**src/rtl/nmos_sr_bank_pkg.sv**
```systemverilog
// Shared constants for the two-phase SR flip-flop bank: S&R resolution modes
// and the phase-tracking FSM state type.
package nmos_sr_pkg;

    localparam int SR_RST_DOM = 0;
    localparam int SR_SET_DOM = 1;
    localparam int SR_TOGGLE  = 2;

    typedef enum logic {
        PH_IDLE  = 1'b0,
        PH_ARMED = 1'b1
    } phase_e;

endpackage

```
**src/rtl/nmos_sr_bank_if.sv**
```systemverilog
// Bundle of phase enables, per-channel S/R inputs and the bank's status outputs.
// The master side drives c1/c2/s/r; the slave side (the bank) drives the rest.
interface nmos_sr_bank_if #(
    parameter int WIDTH = 8,
    parameter int CNT_W = 16
);
    logic             c1;
    logic             c2;
    logic [WIDTH-1:0] s;
    logic [WIDTH-1:0] r;
    logic [WIDTH-1:0] q;
    logic             phase_err;
    logic [CNT_W-1:0] cyc_cnt;
    logic             ovl_err;

    modport master (
        output c1, c2, s, r,
        input  q, phase_err, cyc_cnt, ovl_err
    );

    modport slave (
        input  c1, c2, s, r,
        output q, phase_err, cyc_cnt, ovl_err
    );
endinterface

```
**src/rtl/nmos_sr_bank_nx.sv**
```systemverilog
// Per-bit SR next-state function. MODE picks what happens when S and R are
// both asserted: reset wins, set wins, or the bit toggles.
module nmos_sr_nx
    import nmos_sr_pkg::*;
#(
    parameter int MODE = SR_RST_DOM
) (
    input  logic q_i,
    input  logic s_i,
    input  logic r_i,
    output logic nx_o
);

    always_comb begin
        nx_o = (q_i | s_i) & ~r_i;
        if (MODE == SR_SET_DOM) begin
            nx_o = s_i | (q_i & ~r_i);
        end else if (MODE == SR_TOGGLE) begin
            nx_o = (s_i & r_i) ? ~q_i : ((q_i | s_i) & ~r_i);
        end
    end

endmodule

```
**src/rtl/nmos_sr_bank.sv**
```systemverilog
// Two-phase (PHI2 sample / PHI1 transfer) SR flip-flop bank on a single fast clock.
// Define NMOS_SR_BANK_OVL_CHK_EN to enable the sticky c1&c2 overlap flag.
module nmos_sr_bank
    import nmos_sr_pkg::*;
#(
    parameter int               WIDTH        = 8,
    parameter int               MODE         = SR_RST_DOM,
    parameter logic [WIDTH-1:0] INIT         = '0,
    parameter int               STRICT_PHASE = 1,
    parameter int               CNT_W        = 16
) (
    input  logic         main_clk,
    input  logic         main_rst,
    nmos_sr_bank_if.slave bus
);

    logic [WIDTH-1:0] stage2_q, stage2_d;
    logic [WIDTH-1:0] q_q, q_d;
    phase_e           state_q, state_d;
    logic             phase_err_q, phase_err_d;
    logic [CNT_W-1:0] cyc_cnt_q, cyc_cnt_d;
    logic [WIDTH-1:0] nx_w;
    logic             armed_w;
    logic             xfer_ok_w;

    // Next-state is computed from the registered output, never from stage2.
    for (genvar gi = 0; gi < WIDTH; gi++) begin : g_nx
        nmos_sr_nx #(.MODE(MODE)) u_nx (
            .q_i  (q_q[gi]),
            .s_i  (bus.s[gi]),
            .r_i  (bus.r[gi]),
            .nx_o (nx_w[gi])
        );
    end

    assign armed_w   = (state_q == PH_ARMED);
    assign xfer_ok_w = (STRICT_PHASE != 0) ? armed_w : 1'b1;

    always_comb begin
        stage2_d    = stage2_q;
        q_d         = q_q;
        state_d     = state_q;
        phase_err_d = 1'b0;
        cyc_cnt_d   = cyc_cnt_q;

        if (bus.c2) begin
            stage2_d = nx_w;
        end
        // On overlap both stages read pre-edge values, so q gets the old sample.
        if (bus.c1 && xfer_ok_w) begin
            q_d = stage2_q;
        end
        if (bus.c1 && armed_w) begin
            cyc_cnt_d = cyc_cnt_q + CNT_W'(1);
        end
        if (bus.c1 && !armed_w && (STRICT_PHASE != 0)) begin
            phase_err_d = 1'b1;
        end

        if (bus.c2) begin
            state_d = PH_ARMED;
        end else if (bus.c1) begin
            state_d = PH_IDLE;
        end
    end

    always_ff @(posedge main_clk) begin
        if (main_rst) begin
            stage2_q    <= INIT;
            q_q         <= INIT;
            state_q     <= PH_IDLE;
            phase_err_q <= 1'b0;
            cyc_cnt_q   <= '0;
        end else begin
            stage2_q    <= stage2_d;
            q_q         <= q_d;
            state_q     <= state_d;
            phase_err_q <= phase_err_d;
            cyc_cnt_q   <= cyc_cnt_d;
        end
    end

`ifdef NMOS_SR_BANK_OVL_CHK_EN
    logic ovl_q;

    always_ff @(posedge main_clk) begin
        if (main_rst) begin
            ovl_q <= 1'b0;
        end else if (bus.c1 && bus.c2) begin
            ovl_q <= 1'b1;
        end
    end

    assign bus.ovl_err = ovl_q;
`else
    assign bus.ovl_err = 1'b0;
`endif

    assign bus.q         = q_q;
    assign bus.phase_err = phase_err_q;
    assign bus.cyc_cnt   = cyc_cnt_q;

endmodule

```
**src/flat_wrapper.sv**
```systemverilog
// flat-port wrapper written by rule: the top's interface ports become plain ports
module nmos_sr_bank_flat import nmos_sr_pkg::*;
#(
    parameter int               WIDTH        = 8,
    parameter int               MODE         = SR_RST_DOM,
    parameter logic [WIDTH-1:0] INIT         = '0,
    parameter int               STRICT_PHASE = 1,
    parameter int               CNT_W        = 16
)
  (main_clk, main_rst, bus_c1, bus_c2, bus_s, bus_r, bus_q, bus_phase_err, bus_cyc_cnt, bus_ovl_err);
  nmos_sr_bank_if #(.WIDTH(WIDTH), .CNT_W(CNT_W)) bus_i ();
  input  logic main_clk;
  input  logic main_rst;
  input wire logic [$bits(bus_i.c1)-1:0] bus_c1;
  input wire logic [$bits(bus_i.c2)-1:0] bus_c2;
  input wire logic [$bits(bus_i.s)-1:0] bus_s;
  input wire logic [$bits(bus_i.r)-1:0] bus_r;
  output wire logic [$bits(bus_i.q)-1:0] bus_q;
  output wire logic [$bits(bus_i.phase_err)-1:0] bus_phase_err;
  output wire logic [$bits(bus_i.cyc_cnt)-1:0] bus_cyc_cnt;
  output wire logic [$bits(bus_i.ovl_err)-1:0] bus_ovl_err;
  assign bus_i.c1 = bus_c1;
  assign bus_i.c2 = bus_c2;
  assign bus_i.s = bus_s;
  assign bus_i.r = bus_r;
  assign bus_q = bus_i.q;
  assign bus_phase_err = bus_i.phase_err;
  assign bus_cyc_cnt = bus_i.cyc_cnt;
  assign bus_ovl_err = bus_i.ovl_err;
  nmos_sr_bank #(.WIDTH(WIDTH), .MODE(MODE), .INIT(INIT), .STRICT_PHASE(STRICT_PHASE), .CNT_W(CNT_W)) u_core (.main_clk(main_clk), .main_rst(main_rst), .bus(bus_i));
endmodule
```
**config.mk**
```make
export PLATFORM = sky130hd
export DESIGN_NAME = nmos_sr_bank_flat
export DESIGN_NICKNAME = d
export VERILOG_FILES = /design/src/rtl/nmos_sr_bank_pkg.sv /design/src/rtl/nmos_sr_bank_if.sv /design/src/rtl/nmos_sr_bank_nx.sv /design/src/rtl/nmos_sr_bank.sv /design/src/flat_wrapper.sv
export SDC_FILE = /design/constraint.sdc
export NUM_CORES = 1
export LEC_CHECK = 0
export BUFFER_PORTS_ARGS = -buffer_cell sky130_fd_sc_hd__buf_4
export CORE_MARGIN = 4
export CORE_UTILIZATION = 53
export CTS_CLUSTER_SIZE = 40
export DETAILED_ROUTE_END_ITERATION = 16
export GPL_ROUTABILITY_DRIVEN = 0
export PLACE_DENSITY = 0.82
export SETUP_SLACK_MARGIN = 0.5
export SLEW_MARGIN = 20
export SYNTH_ARGS = -nofsm -noshare
export SYNTH_HDL_FRONTEND = slang
export SYNTH_SLANG_ARGS = --single-unit
```
**constraint.sdc**
```tcl
create_clock -name main_clk -period 3 [get_ports main_clk]
set_input_delay 0.15 -clock main_clk [delete_from_list [all_inputs] [get_ports main_clk]]
set_output_delay 0.15 -clock main_clk [all_outputs]
set_load 0.03 [all_outputs]
```
==> results.txt, run 1 <==
----------------------------------------------------
[Critical path]
  Type of origin of the critical path ... flip-flop
  Endpoint of the most critical register-to-register path ... u_core.bus.cyc_cnt[10]$_SDFFE_PP0P_
  Reg2reg path depth ... 5
  Flop-to-flop setup slack ... 1490 ps
  Capturing element type of the critical path ... flip-flop
  CP arrival ... 1730 ps
  Reg2reg start ... u_core.bus.cyc_cnt[1]$_SDFFE_PP0P_
  Data required time at the worst endpoint ... 3220 ps
  Crit Path Max Fanout ... 7
  Path type of the worst setup path ... flip-flop to flip-flop

[STA]
  Final-report setup violation count ... 0
  Unrepaired setup endpoints after global routing ... false
  Max Clock Skew ... 6.24 ps
  Max Freq ... 662 MHz
  Number of hold violations in the final report ... 0
  Final min period ... 1510 ps
  Worst slew margin ... 0.637
  Measured slew at the worst slew-check pin ... 543 ps
  Final period util ... 0.503
  Setup Total Neg Slack ... 0 ps
  Number of pins exceeding their max-slew limit in the final report ... 0

[Status]
  Status ... finished, final reports clean

[Route]
  Uppermost routed layer ... met4
  Wire length the detailed router placed on met1 ... 1.37 mm
  Average wire per cell in the routed design ... 12.8 um
  First-pass iteration count of the detailed router ... 4
  Per-cell via count in the routed design ... 5.29
  Remaining antenna violation count ... 0
  Total via count in the routed design ... 1,296
  Wire length on met3 ... 271 um
  DRC ... 0
  Routed length on met2 ... 1.46 mm
  Detailed Route WL ... 3.13 mm
  DR iter-0 viols ... 39

[Synthesis]
  Synthesized netlist net count ... 200
  Sequential element share of the synthesized area ... 0.456
  Share of the synthesized area in the top cell type ... 0.456
  Cell count after synthesis ... 179
  Leading cell types by count after synthesis ... sky130_fd_sc_hd__nor2_1 (40), sky130_fd_sc_hd__dfxtp_1 (34), sky130_fd_sc_hd__nand2_1 (23), sky130_fd_sc_hd__a21oi_1 (12), sky130_fd_sc_hd__buf_4 (9)
  Warnings, synthesis ... 0
  Count of unique library cells instantiated by Yosys ... 27
  Post-synthesis sequential element count ... 34
  EDFF count, synth ... 0
  Async SR Flop Fraction ... 0
  Most common cell in the netlist ... sky130_fd_sc_hd__nor2_1
  Top flip-flop cell by instance count after synthesis ... sky130_fd_sc_hd__dfxtp_1
  Cells taking the most area after synthesis ... sky130_fd_sc_hd__dfxtp_1 (46%), sky130_fd_sc_hd__nor2_1 (10%), sky130_fd_sc_hd__nand2_1 (5.8%)
  Synthesized cell area ... 1490 um2
  Average footprint of a synthesized cell ... 8.35 um2
  Cell taking the most area after synthesis ... sky130_fd_sc_hd__dfxtp_1

[Clock network]
  Longest Clk Path Bufs ... 2
  Num Clock Sinks ... 34
  Root buffer selected by CTS ... sky130_fd_sc_hd__clkbuf_4
  Clock tree from TritonCTS ... done
  Total setup buffers inserted after CTS ... 0
  Post-cts resize count ... 0
  Clock latency of the later-clocked register in the worst-skew pair ... 340 ps
  CTS Hold Buffers Added ... 0
  Clock transition time at the flip-flop clock pins of the worst setup and hold paths ... 100 ps
  TritonCTS buffer count ... 5
  H-tree lvl count ... 2

[Pwr]
  Static Leak ... 0.773 nW
  Total power divided by cell area ... 454 nW/um2
  Maximum ir drop on the vdd rail ... 345 uV

[Run]
  Max cap viols ... 0

[Global route]
  Wire length of the first global-routing pass ... 5.02 mm
  Number of antenna violations at the first check in global routing ... 0
  Total congestion overflow ... 0
  Number of global-route vias before repair ... 1,177
  Pin count of the biggest net entering global routing ... 37
  Overall global routing resource usage ... 0.182

[Worst hold path]
  Startpoint of the lowest-slack hold path ... bus_c1
  Worst-case hold path end point ... u_core.bus.phase_err$_SDFF_PP0_
  Depth of the worst hold-timing path ... 3
  Worst hold path type ... input port to flip-flop

[Cells and area]
  Post-layout net count ... 235
  Area of all placed cells without fillers ... 1840 um2
  Fraction of final layout cells sized beyond drive strength 1 ... 0.274
  Antenna cell count ... 0
  End-of-flow core utilization ... 0.712
  Relative area change from synthesis to final layout ... 23.5%

[Die]
  Placeable core area ... 2590 um2
  Initial cell density of the core ... 0.577
  Die span in x ... 61.1 um
  Total number of placement rows ... 18
  Number of top-level pins ... 46
  Die height ... 61.1 um
  Die Area ... 3730 um2

[Placement]
  Standard cell area after detailed placement ... 1770 um2
  Port Buf Inserts ... 44
  DP HPWL ... 2.24 mm

----------------------------------------------------
power breakdown:
group	leakage [nW]	switching, mW	internal (mW)	total (mW)
registers	0.275	0.00645	0.459	0.466
clock network	0.0446	0.144	0.160	0.304
logic	0.453	0.0369	0.0308	0.0677
total	0.773	0.188	0.650	0.838
flip-flops by register name, indices dropped and copies added (netlist names):
register	cells
u_core.bus.q	8
u_core.bus.phase_err	1
u_core.armed_w	1
u_core.stage2_q	8
u_core.bus.cyc_cnt	16
metrics by stage:
stage | power [mW] | std cells | hold WS (ps) | setup slack, ps
floorplan | 0.517 | 179 | 289 | 1420
global placement | 0.541 | 237 | 433 | 1580
detailed placement | 0.544 | 237 | 443 | 1530
CTS | 0.851 | 245 | 78.6 | 1500
global route | 0.883 | 245 | 80.4 | 1340
finish | 0.838 | 245 | 90.4 | 1490
metal layers:
metal / up-vias / GRT usage
met2: 39 / 0.285
met5: - / 0
li1: 657 / -
met3: 3 / 0.0755
met4: 0 / 0.0743
met1: 597 / 0.222
worst max-delay path, cell delays in order, from the launching register on:
cell	delay, ps
sky130_fd_sc_hd__dfxtp_1	470
sky130_fd_sc_hd__ha_1	240
sky130_fd_sc_hd__nand3_2	160
sky130_fd_sc_hd__nor4_2	310
sky130_fd_sc_hd__xnor2_1	160
sky130_fd_sc_hd__nor2_1	50
layout by cell type (no fill, tap or decap), types with 3 or more instances in the layout:
| cell | n |
|---|---|
| sky130_fd_sc_hd__buf_4 | 44 |
| sky130_fd_sc_hd__nor2_1 | 40 |
| sky130_fd_sc_hd__dfxtp_1 | 34 |
| sky130_fd_sc_hd__nand2_1 | 23 |
| sky130_fd_sc_hd__a21oi_1 | 12 |
| sky130_fd_sc_hd__mux2i_1 | 8 |
| sky130_fd_sc_hd__xnor2_1 | 8 |
| sky130_fd_sc_hd__nand4_1 | 7 |
| sky130_fd_sc_hd__nor3_1 | 6 |
| sky130_fd_sc_hd__clkbuf_4 | 5 |
| sky130_fd_sc_hd__inv_1 | 4 |
| sky130_fd_sc_hd__xor2_1 | 3 |
| sky130_fd_sc_hd__nor4_2 | 3 |
| sky130_fd_sc_hd__clkbuf_8 | 3 |
cell type report:
cell class / count / area, um2
Multi-Input combinational cell: 125 / 702
Tap cell: 30 / 37.5
Clock buffer: 8 / 78.8
Timing Repair Buffer: 44 / 330
Inverter: 4 / 15.0
Fill cell: 212 / 746
Sequential cell: 34 / 681
logic make-up (layout without fill, tap and decap cells):
logic type,Yosys count,after routing,share of synthesized area
and+or+nand+nor,87,87,0.276
buffers and inverters,20,56,0.0745
xor gates and xnor gates,11,11,0.0645
adders and majority gates,1,1,0.00837
other,1,1,0.00251
AOI/OAI and AO/OA,17,17,0.0653
DFF,34,34,0.456
muxes,8,8,0.0536
worst max path at each step:
stage                                             from                                   to  slack, ps  cells past startpoint
finish              u_core.bus.cyc_cnt[1]$_SDFFE_PP0P_  u_core.bus.cyc_cnt[10]$_SDFFE_PP0P_       1490                      5
global route               u_core.armed_w$_SDFFE_PP0P_  u_core.bus.cyc_cnt[12]$_SDFFE_PP0P_       1340                      4
global placement           u_core.armed_w$_SDFFE_PP0P_  u_core.bus.cyc_cnt[12]$_SDFFE_PP0P_       1580                      4
detailed placement  u_core.bus.cyc_cnt[1]$_SDFFE_PP0P_  u_core.bus.cyc_cnt[10]$_SDFFE_PP0P_       1530                      5
floorplan           u_core.bus.cyc_cnt[0]$_SDFFE_PP0P_  u_core.bus.cyc_cnt[10]$_SDFFE_PP0P_       1420                      5
CTS                 u_core.bus.cyc_cnt[1]$_SDFFE_PP0P_  u_core.bus.cyc_cnt[10]$_SDFFE_PP0P_       1500                      5
No activity file was read; power rests on OpenSTA's default activity.
==> run 2, diff against run 1 <==
--- a/config.mk
+++ b/config.mk
@@ -7,11 +7,11 @@
 export LEC_CHECK = 0
 export BUFFER_PORTS_ARGS = -buffer_cell sky130_fd_sc_hd__buf_4
 export CORE_MARGIN = 4
-export CORE_UTILIZATION = 53
+export CORE_UTILIZATION = 50
 export CTS_CLUSTER_SIZE = 40
 export DETAILED_ROUTE_END_ITERATION = 16
 export GPL_ROUTABILITY_DRIVEN = 0
-export PLACE_DENSITY = 0.82
+export PLACE_DENSITY = 0.78
 export SETUP_SLACK_MARGIN = 0.5
 export SLEW_MARGIN = 20
 export SYNTH_ARGS = -nofsm -noshare
==> constraint.sdc (replaced) <==
create_clock -name main_clk -period 1.5 [get_ports main_clk]
set_input_delay 0.075 -clock main_clk [delete_from_list [all_inputs] [get_ports main_clk]]
set_output_delay 0.075 -clock main_clk [all_outputs]
set_load 0.03 [all_outputs]
==> results.txt, run 2 (synthesis results as in run 1) <==
----------------------------------------------------
[Status]
  Status ... finished, final reports clean

[Clock network]
  H-tree lvl count ... 2
  Longest Clk Path Bufs ... 2
  Clock latency of the later-clocked register in the worst-skew pair ... 340 ps
  TritonCTS buffer count ... 5
  Num Clock Sinks ... 34
  Clock tree from TritonCTS ... done
  CTS Hold Buffers Added ... 0
  Clock transition time at the flip-flop clock pins of the worst setup and hold paths ... 100 ps
  Root buffer selected by CTS ... sky130_fd_sc_hd__clkbuf_4

[Die]
  Number of top-level pins ... 46
  Placeable core area ... 2810 um2
  Die span in x ... 62.7 um
  Initial cell density of the core ... 0.533
  Total number of placement rows ... 19
  Die height ... 62.7 um
  Die Area ... 3930 um2

[Cells and area]
  Fill count ... 163
  Top library cells by usage in the layout, fill and taps aside ... sky130_fd_sc_hd__buf_4 (56), sky130_fd_sc_hd__nor2_1 (38), sky130_fd_sc_hd__nand2_1 (22), sky130_fd_sc_hd__buf_6 (17), sky130_fd_sc_hd__dfxtp_1 (16)
  Post-layout net count ... 265
  Register cell area after layout ... 741 um2
  Antenna cell count ... 0
  Combined area of the multi-input logic cells ... 837 um2
  Fraction of final layout cells sized beyond drive strength 1 ... 0.475
  Relative area change from synthesis to final layout ... 55.2%
  Most frequent standard cell in the layout excluding fill and tap cells ... sky130_fd_sc_hd__buf_4
  Flip-flop count of the largest register after layout ... 16

[Critical path]
  Slowest-stage cell, CP ... sky130_fd_sc_hd__dfxtp_4
  Biggest cell delay along the critical path ... 390 ps
  Data required time at the worst endpoint ... 1720 ps
  Type of origin of the critical path ... flip-flop
  Cells along the critical path ... ha_4 > nand3_4 > nor3_1 > xnor2_1 > nor2_1
  CP arrival ... 1570 ps
  Crit Path Max Fanout ... 7
  Capturing element type of the critical path ... flip-flop
  Reg2reg path depth ... 5
  Path type of the worst setup path ... flip-flop to flip-flop

[STA]
  Number of pins exceeding their max-slew limit in the final report ... 0
  Final-report setup violation count ... 0
  Final period util ... 0.901
  Number of hold violations in the final report ... 0
  Max Freq ... 740 MHz
  Max Clock Skew ... 11.7 ps
  Unrepaired setup endpoints after global routing ... true
  Setup Total Neg Slack ... 0 ps
  Final min period ... 1350 ps

[Route]
  Detailed Route WL ... 4.04 mm
  Average wire per cell in the routed design ... 14.7 um
  DRC ... 0
  Remaining antenna violation count ... 0
  DR iter-0 viols ... 95
  First-pass iteration count of the detailed router ... 6
  Per-cell via count in the routed design ... 5.39
  Total via count in the routed design ... 1,483

[Placement]
  DP HPWL ... 2.40 mm
  Port Buf Inserts ... 44

[Worst hold path]
  Worst hold path type ... input port to flip-flop
  Depth of the worst hold-timing path ... 4

[Global route]
  Total congestion overflow ... 0
  Pin count of the biggest net entering global routing ... 37
  Wire length of the first global-routing pass ... 6.03 mm
  Number of antenna violations at the first check in global routing ... 0
  Overall global routing resource usage ... 0.190
  Number of global-route vias before repair ... 1,369

[Pwr]
  Maximum ir drop on the vdd rail ... 588 uV
  Static Leak ... 1.05 nW
  Sum of internal, switching and leakage power ... 1.59 mW
  Total power divided by cell area ... 687 nW/um2

[Run]
  Max cap viols ... 0

----------------------------------------------------
run 2: cell types whose count changed in the layout (fill, tap and decap cells not counted), sizes merged:
cell / delta
buf: +30
clkbuf: -1
run 2: stage by stage:
stage	hold WS (ps)	util	cell area [um2]	std cells	setup WS [ps]
after global routing	59.7	0.826	2320	275	92.8
after CTS	20.1	0.760	2130	264	227
after global placement	363	0.677	1900	241	231
after detailed placement	366	0.677	1900	241	164
final	59.6	0.826	2320	275	149
after floorplan	214	-	1610	179	223
run 2: power by group:
| part | total [mW] | internal [mW] | switching [mW] |
|---|---|---|---|
| sequential | 0.908 | 0.895 | 0.0134 |
| clock | 0.510 | 0.221 | 0.289 |
| combinational | 0.176 | 0.0878 | 0.0878 |
run 2: cell type report:
class,instances,share of cell area
Sequential cell,34,0.319
Tap cell,31,0.0167
Clock buffer,7,0.0237
Multi-Input combinational cell,125,0.361
Inverter,4,0.00648
Timing Repair Buffer,74,0.273
run 2: metal layers:
metal  share of wire  track usage
met1            0.38        0.194
met2            0.53        0.358
met3           0.060       0.0468
met4           0.024       0.0882
met5               0            0
run 2: path summary, 6_finish.rpt:
check                                                          end                          startpoint  slack (ps)
worst max-delay path            u_core.bus.cyc_cnt[8]$_SDFFE_PP0P_  u_core.bus.cyc_cnt[1]$_SDFFE_PP0P_         150
worst min-delay path               u_core.stage2_q[5]$_SDFFE_PP0P_                            bus_r[5]          60
worst max register to register  u_core.bus.cyc_cnt[8]$_SDFFE_PP0P_  u_core.bus.cyc_cnt[1]$_SDFFE_PP0P_         150
worst min register to register        u_core.bus.q[6]$_SDFFE_PP0P_     u_core.stage2_q[6]$_SDFFE_PP0P_         450
run 2: critical path, delay by kind of cell, from the launching register on:
| kind | cells | cell delay [ps] |
|---|---|---|
| DFF | 1 | 390 |
| and+or+nand+nor | 3 | 500 |
| xor gates and xnor gates | 1 | 190 |
| adders and majority gates | 1 | 150 |
run 2: timing repair:
action	4_1_cts	5_1_grt
gates cloned	0	0
hold endpoints to repair	0	0
resized for setup	15	23
pin swaps	12	9
buffers inserted	16	11
endpoints found under the setup margin	26	29
